===== config.mk =====
export PLATFORM = sky130hd
export DESIGN_NAME = vga_timing_gen
export DESIGN_NICKNAME = d
export VERILOG_FILES = /design/src/rtl/vga_timing_gen.sv
export SDC_FILE = /design/constraint.sdc
export NUM_CORES = 1
export LEC_CHECK = 0
export ABC_AREA = 1
export CAP_MARGIN = 0
export CORE_UTILIZATION = 33
export DETAILED_ROUTE_END_ITERATION = 10
export SLEW_MARGIN = 30
export SYNTH_ARGS = -nofsm -noshare
export SYNTH_HDL_FRONTEND = slang
export SYNTH_SLANG_ARGS = --single-unit

===== constraint.sdc =====
create_clock -name clk -period 3.2 [get_ports clk]
set_clock_uncertainty 0.15 [all_clocks]
set_input_delay 0.8 -clock clk [delete_from_list [all_inputs] [get_ports clk]]
set_output_delay 0.8 -clock clk [all_outputs]
set_load 0.05 [all_outputs]

===== src/rtl/vga_timing_gen.sv =====
// 640x480@60 VGA timing and test-pattern generator (colour bars / grid) driven by the 2-bit PIO control word.
// Optional: define VGA_TIMING_BORDER_EN to add a 1-pixel white border over either pattern.
module vga_timing_gen #(
  parameter int CLK_DIV  = 2,
  parameter int H_ACTIVE = 640,
  parameter int H_FP     = 16,
  parameter int H_SYNC   = 96,
  parameter int H_BP     = 48,
  parameter int V_ACTIVE = 480,
  parameter int V_FP     = 10,
  parameter int V_SYNC   = 2,
  parameter int V_BP     = 33
) (
  input  logic       clk,
  input  logic       reset_n,
  input  logic [1:0] ctrl,
  output logic       vga_hs_n,
  output logic       vga_vs_n,
  output logic [3:0] vga_r,
  output logic [3:0] vga_g,
  output logic [3:0] vga_b,
  output logic       blank_n,
  output logic       frame_start
);

  localparam int H_TOTAL  = H_ACTIVE + H_FP + H_SYNC + H_BP;
  localparam int V_TOTAL  = V_ACTIVE + V_FP + V_SYNC + V_BP;
  localparam int H_SYNC_S = H_ACTIVE + H_FP;
  localparam int H_SYNC_E = H_SYNC_S + H_SYNC - 1;
  localparam int V_SYNC_S = V_ACTIVE + V_FP;
  localparam int V_SYNC_E = V_SYNC_S + V_SYNC - 1;
  localparam int HW       = $clog2(H_TOTAL);
  localparam int VW       = $clog2(V_TOTAL);
  localparam int DW       = (CLK_DIV > 1) ? $clog2(CLK_DIV) : 1;
  localparam int BAR_W    = H_ACTIVE / 8;

  logic [DW-1:0] r_div;
  logic [HW-1:0] r_h_cnt;
  logic [VW-1:0] r_v_cnt;
  logic          r_pat;

  logic          w_pix_en;
  logic          w_h_last;
  logic          w_v_last;
  logic          w_origin;
  logic          w_pat_sel;
  logic          w_active;
  logic          w_hs_on;
  logic          w_vs_on;
  logic          w_grid_on;
  logic [2:0]    w_bar;
  logic [11:0]   w_bars_rgb;
  logic [11:0]   w_rgb;

  assign w_pix_en = ctrl[0] && (r_div == DW'(CLK_DIV - 1));
  assign w_h_last = (r_h_cnt == HW'(H_TOTAL - 1));
  assign w_v_last = (r_v_cnt == VW'(V_TOTAL - 1));
  assign w_origin = (r_h_cnt == '0) && (r_v_cnt == '0);

  // The (0,0) pixel already uses the newly latched pattern, so a frame is never mixed.
  assign w_pat_sel = w_origin ? ctrl[1] : r_pat;

  assign w_active = (r_h_cnt < HW'(H_ACTIVE)) && (r_v_cnt < VW'(V_ACTIVE));
  assign w_hs_on  = (r_h_cnt >= HW'(H_SYNC_S)) && (r_h_cnt <= HW'(H_SYNC_E));
  assign w_vs_on  = (r_v_cnt >= VW'(V_SYNC_S)) && (r_v_cnt <= VW'(V_SYNC_E));
  assign w_grid_on = ((32'(r_h_cnt) & 32'h1F) == 32'd0) || ((32'(r_v_cnt) & 32'h1F) == 32'd0);

  // Bar index by comparator chain: the last (smallest) matching threshold wins.
  always_comb begin
    w_bar = 3'd7;
    for (int unsigned k = 0; k < 8; k++) begin
      if (32'(r_h_cnt) < (8 - k) * BAR_W) begin
        w_bar = 3'(7 - k);
      end
    end
  end

  assign w_bars_rgb = {{4{~w_bar[1]}}, {4{~w_bar[2]}}, {4{~w_bar[0]}}};

  always_comb begin
    w_rgb = '0;
    if (w_active) begin
      w_rgb = w_pat_sel ? (w_grid_on ? 12'hFFF : 12'h000) : w_bars_rgb;
`ifdef VGA_TIMING_BORDER_EN
      if ((r_h_cnt == '0) || (r_h_cnt == HW'(H_ACTIVE - 1)) ||
          (r_v_cnt == '0) || (r_v_cnt == VW'(V_ACTIVE - 1))) begin
        w_rgb = 12'hFFF;
      end
`endif
    end
  end

  always_ff @(posedge clk or negedge reset_n) begin
    if (!reset_n) begin
      r_div       <= '0;
      r_h_cnt     <= '0;
      r_v_cnt     <= '0;
      r_pat       <= 1'b0;
      vga_hs_n    <= 1'b1;
      vga_vs_n    <= 1'b1;
      vga_r       <= '0;
      vga_g       <= '0;
      vga_b       <= '0;
      blank_n     <= 1'b0;
      frame_start <= 1'b0;
    end else if (!ctrl[0]) begin
      r_div       <= '0;
      r_h_cnt     <= '0;
      r_v_cnt     <= '0;
      vga_hs_n    <= 1'b1;
      vga_vs_n    <= 1'b1;
      vga_r       <= '0;
      vga_g       <= '0;
      vga_b       <= '0;
      blank_n     <= 1'b0;
      frame_start <= 1'b0;
    end else begin
      frame_start <= 1'b0;
      if (w_pix_en) begin
        r_div <= '0;
        if (w_h_last) begin
          r_h_cnt <= '0;
          r_v_cnt <= w_v_last ? '0 : r_v_cnt + 1'b1;
        end else begin
          r_h_cnt <= r_h_cnt + 1'b1;
        end
        if (w_origin) begin
          r_pat <= ctrl[1];
        end
        vga_hs_n    <= ~w_hs_on;
        vga_vs_n    <= ~w_vs_on;
        vga_r       <= w_rgb[11:8];
        vga_g       <= w_rgb[7:4];
        vga_b       <= w_rgb[3:0];
        blank_n     <= w_active;
        frame_start <= w_origin;
      end else begin
        r_div <= r_div + 1'b1;
      end
    end
  end

endmodule


==> metrics.md, run 1 <==
| Metric | Value |
|---|---|
| Switch share | `0.352` |
| DR WL/cell | `11.8 um` |
| GPL Wtd Cong | `approximately 0.86` |
| Top-area cell type share of the netlist area | `0.364` |
| Synth Area in Simple Gates | `0.311` |
| Met3 GRT Util | `0.0369` |
| Comb power frac | `0.254` |
| Sequential-to-total area share from yosys stat | `0.393` |
| Crit end category | `output port` |
| CTS max path bufs | `2` |
| Max Cap Viol | `0` |
| Root Buffer | `clkbuf_8` |
| Vias | `between 1500 and 2000` |
| Post-route cell area | `2110 sq um` |
| Crit path max fanout | `2` |
| Dpl cell area | `2030 sq um` |
| Total grt overflow | `0` |
| Crit share post-route | `0.802` |
| DRT iter0 DRCs | `107` |
| CTS resizes | `0` |
| Async SR Flop Fraction | `1.00` |
| Fin. Hold Viols | `0` |
| Required @ worst endpoint | `2.25 ns` |
| Slowest stage delay, CP | `~0.8 ns` |
| RSZ-0062 raised after global routing | `false` |
| M1 GR Usage | `0.215` |
| Filler Cells Inserted | `580` |
| Relative slew slack | `0.666` |
| Largest net degree at the start of global routing | `30` |
| PortBufs | `19` |
| Setup TNS | `0 ns` |
| CTS clk-pin slew, worst paths | `0.07 ns` |
| Avg Cell Area, Syn | `7.30 sq um` |
| Peak supply drop | `0.199 mV` |
| Synth Register Bits | `29` |
| Min cycle time layout | `2.56 ns` |
| NumNets Final | `275` |
| Final antenna-violating net count | `0` |
| First-pass GRT wire length | `a little over 7000 um` |
| Status | `finished clean` |
| Clk network pwr share | `0.314` |
| ANT cells | `0` |
| Initial core utilization | `0.352` |
| Initial DRT Pass Iterations | `4` |
| LEAKAGE | `0.000966 uW` |
| Sw Pwr | `336 uW` |
| # hold bufs at CTS | `0` |
| Worst Max-Slew Pin Slew | `between 0.4 and 0.5 ns` |
| # Post-CTS Setup Buffers | `0` |
| Worst path cell trace | `clkdlybuf4s50_1` |
| Setup-failing EPs final | `0` |
| Num CTS Buffers | `5` |
| Slowest CP cell | `clkdlybuf4s50_1` |
| H-tree lvl count | `2` |
| Layout cell share with drive strength beyond 1 | `0.0709` |
| PD cells | `~450 nW/um^2` |
| Top post-synthesis cells by area | `dfrtp_1 36%, nand2_1 12%, inv_1 6.9%` |
| Post-synthesis mux area share | `0` |
| CTS tree | `done` |
| Synth cell types | `32` |
| Post-synthesis adder-cell area fraction | `0.0270` |
| Worst skew pair latency | `between 0.2 and 0.3 ns` |
| FF+latch area | `728 sq um` |
| Routed wire length | `3980 um` |
| Drt drc | `0` |
| Buffers and inverters on the worst path | `1` |
| Reg power frac | `0.432` |
| Initial antenna violation count | `0` |
| Core box area | `5270 sq um` |
| Cell-internal power | `618 uW` |
| Warnings from Yosys | `0` |
| Mapped cell area | `1850 sq um` |
| Layout Area Growth over Synthesis | `13.9%` |
| Hold crit path type | `flop to flop` |
| Number of synthesized flops with an enable pin | `0` |
| Gr busiest metal | `met2` |
| Die height | `~77 um` |
| DIE AREA | `around 5900 sq um` |
| FP Rows | `26` |
| Max Fclk | `390 MHz` |
| Io pins | `20` |
| Final max-slew violation count | `0` |
| Synth Area in Compound Gates | `0.117` |
| Main synth FF type | `dfrtp_1` |
| Vias per Instance | `4.83` |
| Startpoint class of the critical path | `flop` |
| Crit path max-delay family | `buffers and inverters` |
| All-layer global routing usage | `0.156` |
| Hold_ws | `0.333 ns` |
| Post-DP HPWL | `2980 um` |
| Number of global-route vias before repair | `1536` |
| Syn_nets | `262` |
| Xor/xnor cell area share of the yosys netlist | `0.0189` |
| WS Path Type | `flop to output port` |
| Mapped Cells | `254` |
| Chip Width | `roughly 77 um` |
| Met2 usage | `0.237` |
| Area occupied by multi-input gates | `between 800 and 900 sq um` |
| CP arrival | `1.61 ns` |
| Largest family of logic cells by synthesized area | `simple AND/OR/NAND/NOR gates` |
| Clk sinks | `29` |
| Synth area leader | `dfrtp_1` |
[worst paths after layout]
| path | startpoint | end | slack [ns] | depth (start not counted) |
|---|---|---|---|---|
| min in group asynchronous | reset_n | r_v_cnt[5]$_DFFE_PN0P_ | 0.74 | 2 |
| hold / removal | r_pat$_DFFE_PN0P_ | r_pat$_DFFE_PN0P_ | 0.33 | 2 |
| setup reg to reg | r_h_cnt[0]$_DFFE_PN0P_ | r_v_cnt[7]$_DFFE_PN0P_ | 0.90 | 8 |
| max in group asynchronous | reset_n | vga_hs_n$_DFFE_PN1P_ | 1.84 | 2 |
| hold reg to reg | r_pat$_DFFE_PN0P_ | r_pat$_DFFE_PN0P_ | 0.33 | 2 |
| setup / recovery | vga_vs_n$_DFFE_PN1P_ | vga_vs_n | 0.64 | 1 |
[placed cells by master, fill, tap and decap left out, types with 2 or more instances in the layout]
cell             count
xor2_1               2
xnor2_1              2
nand4_1              8
clkdlybuf4s50_1     19
dfstp_2              2
dfrtp_1             27
nor4_1               2
nand2_1             59
nor2_2               2
clkinv_2             2
inv_1               34
nor3_1               6
a21oi_1             14
ha_1                 4
a211oi_1             2
nand3_1             20
nor2_1              24
o21ai_0             19
clkbuf_8             5
[cell families after synthesis]
kind of cell	after synthesis
AO/OA/AOI/OAI	40
XOR/XNOR	4
flip-flops	29
adder cells (fa/ha/maj)	4
buffers and inverters	49
AND/OR/NAND/NOR	128
[per-layer routing]
metal | vias to the layer above | part of all wire
met5 | - | 0
met4 | 0 | 0.013
met3 | 4 | 0.042
met2 | 34 | 0.44
met1 | 748 | 0.51
li1 | 847 | -
[cell type report]
| cell class | instances | area share |
|---|---|---|
| Tap cell | 70 | 0.0415 |
| Clock inverter | 3 | 0.00829 |
| Multi-Input combinational cell | 176 | 0.416 |
| Inverter | 35 | 0.0634 |
| Clock buffer | 5 | 0.0326 |
| Sequential cell | 29 | 0.345 |
| Timing Repair Buffer | 20 | 0.0936 |
[cell usage after synthesis, drive strengths merged (4+ instances only)]
master  number
a21oi       14
buf         13
dfrtp       27
ha           4
inv         35
nand2       60
nand3       21
nand4        8
nor2        27
nor3         7
o21ai       19
[state kept, by name (all words and copies together), names as in the netlist]
name         count
vga_hs_n         1
r_div            1
frame_start      1
vga_vs_n         1
vga_b            1
blank_n          1
r_h_cnt         10
r_v_cnt         10
r_pat            1
vga_r            1
vga_g            1
[power by group through the flow]
stage                     Clock [uW]  Sequential (uW)  Combinational, uW
after floorplan                    0              441                167
after global placement             0              420                241
after detailed placement           0              420                243
after CTS                        308              413                244
after global routing             326              417                270
final                            300              412                242
[per-stage QoR]
step           power [uW]  setup slack (ns)  utilization  std cells
6_report              955             0.635        0.401        338
2_1_floorplan         608              1.28            -        254
3_5_place_dp          663             0.470        0.384        330
5_1_grt              1010             0.553        0.401        338
4_1_cts               965             0.621        0.401        338
3_3_place_gp          661             0.517        0.384        330
(Power assumes the default switching activity.)
==> inputs of run 2 (changes only) <==
==> constraint.sdc (replaced) <==
create_clock -name clk -period 2.4 [get_ports clk]
set_clock_uncertainty 0.15 [all_clocks]
set_input_delay 0.6 -clock clk [delete_from_list [all_inputs] [get_ports clk]]
set_output_delay 0.6 -clock clk [all_outputs]
set_load 0.05 [all_outputs]
==> metrics.md, run 2 (synthesized netlist as in run 1, its figures left out) <==
| Metric | Value |
|---|---|
| PD cells | `606 nW/um^2 (+34%)` |
| Peak supply drop | `0.244 mV (+23%)` |
| Setup-failing EPs final | `0 (unchanged)` |
| Startpoint class of the critical path | `flop` |
| Drt drc | `0 (unchanged)` |
| Number of global-route vias before repair | `1543 (+0.46%)` |
| All-layer global routing usage | `0.155 (-0.00139)` |
| Biggest regs | `r_h_cnt (10), r_v_cnt (10)` |
| Crit end category | `output port` |
| Initial antenna violation count | `0 (unchanged)` |
| Most frequent cells in the layout | `59 x nand2_1, 34 x inv_1, 27 x dfrtp_1` |
| CTS tree | `done` |
| Area occupied by multi-input gates | `878 sq um (unchanged)` |
| Filler Cells Inserted | `585 (+0.86%)` |
| Initial DRT Pass Iterations | `4 (unchanged)` |
| Layout cell share with drive strength beyond 1 | `0.0846 (+0.0137)` |
| Chip Width | `77.0 um (unchanged)` |
| Required @ worst endpoint | `1.65 ns (-0.60 ns)` |
| Largest net degree at the start of global routing | `30 (unchanged)` |
| # Post-CTS Setup Buffers | `0 (unchanged)` |
| DR WL/cell | `11.9 um (+0.87%)` |
| CP Depth | `1 (unchanged)` |
| Max Fclk | `442 MHz` |
| Status | `finished clean` |
| # hold bufs at CTS | `0 (unchanged)` |
| Non-filler cells in the finished layout | `342 (+1.2%)` |
| ANT cells | `0 (unchanged)` |
| FP Rows | `26 (unchanged)` |
| GPL Wtd Cong | `0.834 (-3.2%)` |
| Core box area | `5270 sq um (unchanged)` |
| Relative slew slack | `0.623 (-0.0428)` |
| Reg2reg end | `r_v_cnt[7]$_DFFE_PN0P_` |
| H-tree lvl count | `2 (unchanged)` |
| Total grt overflow | `0 (unchanged)` |
| Final max-slew violation count | `0 (unchanged)` |
| First-pass GRT wire length | `7130 um (-2.0%)` |
| Post-Place Cells | `334 (+1.2%)` |
| Io pins | `20 (unchanged)` |
| WS Path Type | `flop to output port` |
| Hold crit path type | `flop to flop` |
| Commonest non-fill, non-tap cell in the layout | `nand2_1` |
| LEAKAGE | `0.000987 uW (+2.2%)` |
| Root Buffer | `clkbuf_8` |
| Tot Pwr | `1300 uW (+36%)` |
| Clk sinks | `29 (unchanged)` |
| Worst skew pair latency | `0.28 ns (about the same)` |
| Crit share post-route | `0.942` |
| Post-DP HPWL | `3070 um (+2.8%)` |
| Final setup margin | `0.139 ns (-0.496 ns)` |
| Slowest CP cell | `clkdlybuf4s50_1` |
| Worst path cell trace | `clkdlybuf4s50_1` |
| PortBufs | `19 (unchanged)` |
| Min cycle time layout | `2.26 ns` |
| Layout Area Growth over Synthesis | `15.5%` |
| Final antenna-violating net count | `0 (unchanged)` |
| DIE AREA | `5920 sq um (unchanged)` |
| CP arrival | `1.51 ns (-0.10 ns)` |
| Num CTS Buffers | `5 (unchanged)` |
| Initial core utilization | `0.352 (unchanged)` |
| CTS max path bufs | `2 (unchanged)` |
| FF+latch area | `728 sq um (unchanged)` |
| DRT iter0 DRCs | `119 (+11%)` |
| RSZ-0062 raised after global routing | `false` |
| Crit path max fanout | `5 (+3)` |
| Worst Max-Slew Pin Slew | `0.561 ns (+0.0637 ns)` |
| CP endpoint | `vga_g[1]` |
| Worst Hold Launch | `blank_n$_DFFE_PN0P_` |
| Die height | `77.0 um (unchanged)` |
| Post-Place Setup Slack | `0.177 ns (-0.292 ns)` |
| Crit path max-delay family | `buffers and inverters` |
| Reg2reg path depth | `8 (unchanged)` |
| Vias | `1647 (+0.86%)` |
| NumNets Final | `279 (+1.5%)` |
| CTS clk-pin slew, worst paths | `0.06 ns (about the same)` |
| Start point of the critical path | `vga_g[2]$_DFFE_PN0P_` |
| Vias per Instance | `4.82 (-0.32%)` |
| R2r setup slk | `0.31 ns (-0.59 ns)` |
| Fin. Hold Viols | `0 (unchanged)` |
| CTS resizes | `0 (unchanged)` |
| Setup TNS | `0 ns (unchanged)` |
| Buffers and inverters on the worst path | `1 (unchanged)` |
| Worst r2r src | `r_h_cnt[6]$_DFFE_PN0P_` |
| Routed wire length | `4070 um (+2.1%)` |
| Slowest stage delay, CP | `0.82 ns (+0.02 ns)` |
| Max Cap Viol | `0 (unchanged)` |
## run 2: worst min path at each step
| stage | cells after the start | end |
|---|---|---|
| after CTS | 2 | blank_n$_DFFE_PN0P_ |
| after detailed placement | 2 | blank_n$_DFFE_PN0P_ |
| final | 2 | blank_n$_DFFE_PN0P_ |
| after global placement | 2 | blank_n$_DFFE_PN0P_ |
| after global routing | 2 | r_pat$_DFFE_PN0P_ |
| after floorplan | 0 | blank_n$_DFFE_PN0P_ |
## run 2: metal layers
metal	vias to the layer above	wire, um	track usage
met5	-	0	0
met4	0	66	0.0519
met3	5	137	0.0357
met2	45	1800	0.244
met1	732	2060	0.207
li1	865	-	-
## run 2: worst reg2reg max path: stages, from the launching register on
cell     delay (ns)
dfrtp_1        0.49
nor2_4         0.20
nand3_1        0.10
nor3_2         0.25
nand2_1        0.15
nand2_2        0.24
inv_1          0.18
o21ai_0        0.17
nor2_1         0.05
## run 2: area by class of cell
type,count,area share
clock buffer,8,0.0421
inverter,35,0.0625
multi-input combinational,176,0.410
sequential,29,0.340
tap,70,0.0409
timing repair buffer,24,0.104
## run 2: power breakdown
part	switching (uW)	internal (uW)	leakage (uW)
Sequential	31.1	522	0.000388
Clock	183	233	0.0000455
Combinational	220	107	0.000554
## run 2: per-stage QoR
stage / hold WS, ns / area, sq um / utilization
floorplan: 0.154 / 1850 / -
global placement: 0.332 / 2050 / 0.389
detailed placement: 0.329 / 2050 / 0.389
CTS: 0.345 / 2140 / 0.406
global route: 0.383 / 2140 / 0.406
finish: 0.338 / 2140 / 0.406
